[src/rtl/pmod_cls_text_streamer.sv]
// Pmod CLS text streamer: coalesces clear/line requests into pending flags and
// emits CLS escape-sequence frames one byte at a time over a valid/ready link.
module pmod_cls_text_streamer #(
  parameter int parm_lines          = 2,
  parameter int parm_cols           = 16,
  parameter int parm_refresh_cycles = 0
) (
  input  logic                              i_clk_40mhz,
  input  logic                              i_rst_40mhz,
  input  logic                              i_ce_mhz,
  input  logic                              i_req_clear,
  input  logic [parm_lines-1:0]             i_req_line,
  input  logic [parm_lines*parm_cols*8-1:0] i_dat_lines,
  output logic                              o_tx_valid,
  output logic [7:0]                        o_tx_byte,
  output logic                              o_tx_last,
  input  logic                              i_tx_ready,
  output logic                              o_busy,
  output logic [parm_lines-1:0]             o_pending
);

  localparam int IW = $clog2((parm_cols > 6) ? parm_cols : 6);
  localparam int LW = (parm_lines > 1) ? $clog2(parm_lines) : 1;
  localparam int RW = (parm_refresh_cycles > 1) ? $clog2(parm_refresh_cycles) : 1;
  localparam logic [RW-1:0] RELOAD   = (parm_refresh_cycles > 0) ? RW'(parm_refresh_cycles - 1) : '0;
  localparam logic [IW-1:0] LAST_COL = IW'(parm_cols - 1);

  typedef enum logic [1:0] {S_IDLE, S_CLR, S_HDR, S_TXT} state_t;

  state_t                 r_state;
  logic [IW-1:0]          r_idx;
  logic                   r_clr_pend;
  logic [parm_lines-1:0]  r_dirty;
  logic [RW-1:0]          r_refresh_cnt;
  logic [7:0]             r_row;
  logic [7:0]             r_snap [parm_cols];

  logic                   w_accept;
  logic [IW-1:0]          w_next_idx;
  logic                   w_refresh_tick;
  logic                   w_take_clr;
  logic                   w_take_line;
  logic                   w_sel_hit;
  logic [LW-1:0]          w_sel_idx;
  logic [parm_lines-1:0]  w_sel_onehot;
  logic [parm_cols*8-1:0] w_line;

  assign w_accept       = o_tx_valid & i_tx_ready;
  assign w_next_idx     = r_idx + 1'b1;
  assign w_refresh_tick = (parm_refresh_cycles > 0) && i_ce_mhz && (r_refresh_cnt == '0);
  assign w_take_clr     = (r_state == S_IDLE) && r_clr_pend;
  assign w_take_line    = (r_state == S_IDLE) && !r_clr_pend && w_sel_hit;

  assign o_busy    = (r_state != S_IDLE) | r_clr_pend | (|r_dirty);
  assign o_pending = r_dirty;

  // Lowest dirty line wins; its text is muxed out for the snapshot.
  always_comb begin
    // NOTE: every always_comb output gets a default first, so no latch is inferred.
    w_sel_hit    = 1'b0;
    w_sel_idx    = '0;
    w_sel_onehot = '0;
    for (int n = parm_lines - 1; n >= 0; n--) begin
      if (r_dirty[n]) begin
        w_sel_hit    = 1'b1;
        w_sel_idx    = LW'(n);
        w_sel_onehot = '0;
        w_sel_onehot[n] = 1'b1;
      end
    end
    w_line = '0;
    for (int n = 0; n < parm_lines; n++) begin
      if (w_sel_idx == LW'(n)) w_line = i_dat_lines[n*parm_cols*8 +: parm_cols*8];
    end
  end

  function automatic logic [7:0] clr_byte(input logic [IW-1:0] idx);
    case (idx)
      IW'(0):  clr_byte = 8'h1B;
      IW'(1):  clr_byte = 8'h5B;
      default: clr_byte = 8'h6A;
    endcase
  endfunction

  function automatic logic [7:0] hdr_byte(input logic [IW-1:0] idx, input logic [7:0] row);
    case (idx)
      IW'(0):  hdr_byte = 8'h1B;
      IW'(1):  hdr_byte = 8'h5B;
      IW'(2):  hdr_byte = row;
      IW'(3):  hdr_byte = 8'h3B;
      IW'(4):  hdr_byte = 8'h30;
      default: hdr_byte = 8'h48;
    endcase
  endfunction

  always_ff @(posedge i_clk_40mhz) begin
    // NOTE: sequential state uses non-blocking assignments so every register samples pre-edge values.
    if (i_rst_40mhz) begin
      r_refresh_cnt <= RELOAD;
    end else if ((parm_refresh_cycles > 0) && i_ce_mhz) begin
      r_refresh_cnt <= (r_refresh_cnt == '0) ? RELOAD : r_refresh_cnt - 1'b1;
    end
  end

  // Set terms are OR-ed after the clear so a same-cycle request survives selection.
  always_ff @(posedge i_clk_40mhz) begin
    if (i_rst_40mhz) begin
      r_clr_pend <= 1'b0;
      r_dirty    <= '0;
    end else begin
      r_clr_pend <= (r_clr_pend & ~w_take_clr) | i_req_clear;
      r_dirty    <= (r_dirty & ~(w_take_line ? w_sel_onehot : '0))
                  | i_req_line | {parm_lines{w_refresh_tick}};
    end
  end

  // NOTE: the snapshot buffer is a plain datapath memory and is deliberately not reset.
  always_ff @(posedge i_clk_40mhz) begin
    if (w_take_line) begin
      r_row <= 8'h30 + 8'(w_sel_idx);
      for (int c = 0; c < parm_cols; c++) r_snap[c] <= w_line[c*8 +: 8];
    end
  end

  always_ff @(posedge i_clk_40mhz) begin
    if (i_rst_40mhz) begin
      r_state    <= S_IDLE;
      r_idx      <= '0;
      o_tx_valid <= 1'b0;
      o_tx_byte  <= 8'h00;
      o_tx_last  <= 1'b0;
    end else begin
      case (r_state)
        S_IDLE: begin
          if (r_clr_pend || w_sel_hit) begin
            r_state    <= r_clr_pend ? S_CLR : S_HDR;
            r_idx      <= '0;
            o_tx_valid <= 1'b1;
            o_tx_byte  <= 8'h1B;
            o_tx_last  <= 1'b0;
          end
        end
        S_CLR: begin
          if (w_accept) begin
            if (r_idx == IW'(2)) begin
              r_state    <= S_IDLE;
              o_tx_valid <= 1'b0;
              o_tx_last  <= 1'b0;
            end else begin
              r_idx     <= w_next_idx;
              o_tx_byte <= clr_byte(w_next_idx);
              o_tx_last <= (w_next_idx == IW'(2));
            end
          end
        end
        S_HDR: begin
          if (w_accept) begin
            if (r_idx == IW'(5)) begin
              r_state   <= S_TXT;
              r_idx     <= '0;
              o_tx_byte <= r_snap[0];
              o_tx_last <= (parm_cols == 1);
            end else begin
              r_idx     <= w_next_idx;
              o_tx_byte <= hdr_byte(w_next_idx, r_row);
            end
          end
        end
        S_TXT: begin
          if (w_accept) begin
            if (r_idx == LAST_COL) begin
              r_state    <= S_IDLE;
              o_tx_valid <= 1'b0;
              o_tx_last  <= 1'b0;
            end else begin
              r_idx     <= w_next_idx;
              o_tx_byte <= r_snap[w_next_idx];
              o_tx_last <= (w_next_idx == LAST_COL);
            end
          end
        end
        default: r_state <= S_IDLE;
      endcase
    end
  end

endmodule
[config.mk]
export PLATFORM = sky130hd
export DESIGN_NAME = pmod_cls_text_streamer
export DESIGN_NICKNAME = d
export VERILOG_FILES = /design/src/rtl/pmod_cls_text_streamer.sv
export SDC_FILE = /design/constraint.sdc
export NUM_CORES = 1
export LEC_CHECK = 0
export CORE_MARGIN = 10
export CORE_UTILIZATION = 49
export DETAILED_ROUTE_END_ITERATION = 8
export GPL_ROUTABILITY_DRIVEN = 0
export PLACE_DENSITY = 0.86
export SLEW_MARGIN = 20
export SYNTH_ARGS = -nofsm -noshare
export SYNTH_HDL_FRONTEND = slang
export SYNTH_SLANG_ARGS = --single-unit
[constraint.sdc]
create_clock -name i_clk_40mhz -period 10.4 [get_ports i_clk_40mhz]
set_input_delay 1.56 -clock i_clk_40mhz [delete_from_list [all_inputs] [get_ports i_clk_40mhz]]
set_output_delay 1.56 -clock i_clk_40mhz [all_outputs]
set_load 0.01 [all_outputs]
==> impl_metrics.ini <==
[cells_and_area]
ff_latch_area_sq_um = 4255
area_delta_synth_final_pct = 43.73
total_number_of_nets_in_the_final_design = 1067
num_antenna_cells = 0
final_util_pct = 71.53
filler_cell_count = 997
post_route_cells_drive_above_1_share_pct = 27.34
multi_input_area_sq_um = 3415

[floorplanning]
initial_utilization_pct = 49.76
boundaryPins = 276
floorplan.die_area_sq_um = 21550
core_region_area_sq_um = 15830
die_height_um = 146.8
rows = 46
die_width_um = 146.8

[sta]
setup_skew_ns = 0.006223
timing_worst_slew_pin_value_ns = 1.004
slew_headroom_pct = 33.06
finalCriticalPeriod_ns = 3.960
layout_worst_path_cycle_share_pct = 38.08
report.final.hold_viol_count = 0
report.final.setup_viol = 0
achievable-frequency_mhz = 252.5
grt_setup_unrepaired = no
finalMaxSlewViolations = 0
finalSetupTns_ns = 0

[worst_setup_path]
setup.worst_path.start_class = flop
crit-reg2reg-capture = o_tx_byte[1]
setup.worst_path.end = o_busy
critPathLaunch = r_state[1]
critical_path_peak_fanout = 16
timing.critical_path.to_type = primary output
crit_arrival_ns = 2.40
rr_startpoint = r_idx[0]
ff2ff_setup_slack_ns = 6.78
critical_path_class = flop to primary output
reg2reg_depth = 7
crit_required_ns = 8.84

[pwr]
seq_power_share_pct = 39.5
power.total_mw = 2.276
power.static_leakage_nw = 3.776
powerDensity_nw_per_um2 = 201.0
power.net_switching_uw = 704.6
switching_share_pct = 30.96
pwr-share-comb_pct = 35.4
internal_power_mw = 1.571
peakVddDrop_v = 0.0001529
clock_power_share_pct = 25.1

[yosys]
post_synth_num_cell_types = 64
netlist_instances = 536
syn_area_per_cell_sq_um = 14.69
synth_common_cells = sky130_fd_sc_hd__mux2_2 (135), sky130_fd_sc_hd__edfxtp_1 (129), sky130_fd_sc_hd__mux4_2 (32), sky130_fd_sc_hd__nand2_1 (24), sky130_fd_sc_hd__nor2_1 (21)
ys_top_cells_by_area = sky130_fd_sc_hd__edfxtp_1 (49%), sky130_fd_sc_hd__mux2_2 (19%), sky130_fd_sc_hd__mux4_2 (9.2%), sky130_fd_sc_hd__dfxtp_1 (4.8%), sky130_fd_sc_hd__nand2_1 (1.1%)
synth_edf_count = 129
area_share_of_the_largest_cell_type_after_synthesis_pct = 49.18
ys_dominant_reg_cell = sky130_fd_sc_hd__edfxtp_1
number_of_warning_messages_in_the_yosys_log = 0
synthArstFlopShare_pct = 0
register_bit_count_reported_by_yosys = 148
most_used_standard_cell_by_instance_count_after_synthesis = sky130_fd_sc_hd__mux2_2
synth_sequential_area_ratio_pct = 54.01
yosys.area.top_type = sky130_fd_sc_hd__edfxtp_1
netlist_area_sq_um = 7876
synth_nets = 804

[min_path]
min-delay-path-class = flop to flop
hp-start = o_tx_last
min_delay_path_depth = 2

[clock_network]
cts_buffer_depth = 2
cts_repair_resize_count = 0
cts.sinks = 148
clock_latency_ns = 0.42
tritoncts = built
cts-hold-fix-buffers = 0
clock-root-buffer = sky130_fd_sc_hd__clkbuf_16
htree_num_levels = 4
cts_buffers = 17
postCtsSetupBuffers = 0
clkSlewWorstSetupHoldPaths_ns = 0.06

[global_routing]
grt_max_degree = 80
first_global_vias = 6365
number_of_antenna_violations_at_the_first_check_in_global_routing = 0
gr-usage-all-layers_pct = 21.40
grt_pass1_wl_mm = 35.46
overflow_after_grt = 0

[route]
drt_pass1_iterations = 6
drt_iter0_drc = 473
detail_route.vias_per_cell = 5.500
detail_route.wl_per_cell_um = 22.49
drt-total-wl_mm = 23.12
drc_errors = 0
via_count = 5654
final_antenna_violating_net_count = 0

[flow_run]
timing.max_cap.violations = 0

[status]
run_status = finished, final reports clean

[place]
post-dp-hpwl_mm = 18.04
io_buffers = 274
[flip-flops by register name (all words and copies together), names as in the netlist]
name and flops:
o_tx_byte 8, o_pending 2, r_idx 4, r_clr_pend 1, r_snap 128, o_tx_last 1, o_tx_valid 1, r_row 1
r_state 2
[cell usage in the layout (no fill, tap or decap), types with 3 or more instances in the layout]
cell type                         count
sky130_fd_sc_hd__dfxtp_1             18
sky130_fd_sc_hd__clkinvlp_4           5
sky130_fd_sc_hd__clkinv_1             3
sky130_fd_sc_hd__a22oi_1              3
sky130_fd_sc_hd__mux4_2              32
sky130_fd_sc_hd__mux2i_1              6
sky130_fd_sc_hd__clkbuf_16           17
sky130_fd_sc_hd__inv_1                8
sky130_fd_sc_hd__ha_1                 4
sky130_fd_sc_hd__inv_6                5
sky130_fd_sc_hd__nand4_1              3
sky130_fd_sc_hd__nor2_1              20
sky130_fd_sc_hd__a21oi_1             15
sky130_fd_sc_hd__nand2_1             24
sky130_fd_sc_hd__clkinv_2             3
sky130_fd_sc_hd__edfxtp_1           129
sky130_fd_sc_hd__or3_1                4
sky130_fd_sc_hd__mux2_2             135
sky130_fd_sc_hd__buf_4                6
sky130_fd_sc_hd__nand3_1             12
sky130_fd_sc_hd__o21ai_0             13
sky130_fd_sc_hd__or2_1                3
sky130_fd_sc_hd__a21oi_2              5
sky130_fd_sc_hd__o211ai_1             4
sky130_fd_sc_hd__nor3_1               3
sky130_fd_sc_hd__a211oi_1             3
sky130_fd_sc_hd__clkdlybuf4s50_1    274
[metal layers]
| metal | up-vias | track usage (%) | wire (um) |
|---|---|---|---|
| met4 | 0 | 9.309 | 716 |
| met1 | 2691 | 22.10 | 7976 |
| met3 | 45 | 7.647 | 1987 |
| li1 | 2646 | - | - |
| met2 | 272 | 38.22 | 12440 |
| met5 | - | 0 | 0 |
[final cells by class]
type,instances,area share [%]
Sequential cell,148,37.59
Multi-Input combinational cell,342,30.16
Timing Repair Buffer,280,24.62
Clock buffer,17,3.758
Tap cell,216,2.387
Clock inverter,15,1.149
Inverter,10,0.3316
[power groups by stage]
| stage | clock (mW) | combinational, mW | sequential (mW) |
|---|---|---|---|
| 3_3_place_gp | 0 | 0.789 | 0.895 |
| 6_report | 0.571 | 0.806 | 0.899 |
| 3_5_place_dp | 0 | 0.805 | 0.909 |
| 4_1_cts | 0.581 | 0.814 | 0.898 |
| 5_1_grt | 0.603 | 0.868 | 0.912 |
| 2_1_floorplan | 0 | 0.531 | 0.912 |
[cells by family after synthesis]
group	share of synthesized area, %
simple gates	5.322
compound gates	6.910
flops	54.01
xor+xnor	0.8898
fa+ha+maj	0.7943
buf+inv	2.859
mux	29.21
[metrics by stage]
step	hold WS, ns	cell area [sq um]	instances	worst slack (ns)
floorplan	0.4746	7876	536	3.560
global placement	0.4555	10770	996	6.790
detailed placement	0.4610	10770	996	6.773
CTS	0.4691	11320	1028	6.427
global route	0.4911	11320	1028	6.320
finish	0.4738	11320	1028	6.440
[worst min path at each step]
stage                 endpoint  slack, ns
global placement     o_tx_last       0.46
finish               o_tx_last       0.47
CTS                  o_tx_last       0.47
floorplan           r_clr_pend       0.47
global route         o_tx_last       0.49
detailed placement   o_tx_last       0.46
[worst max-delay path, cell delays in order (launching register included)]
cell	delay [ns]
sky130_fd_sc_hd__dfxtp_1	0.50
sky130_fd_sc_hd__or3_1	0.55
sky130_fd_sc_hd__nor3_1	0.36
sky130_fd_sc_hd__inv_1	0.08
sky130_fd_sc_hd__clkdlybuf4s50_1	0.49
No activity file was read; power rests on OpenSTA's default activity.
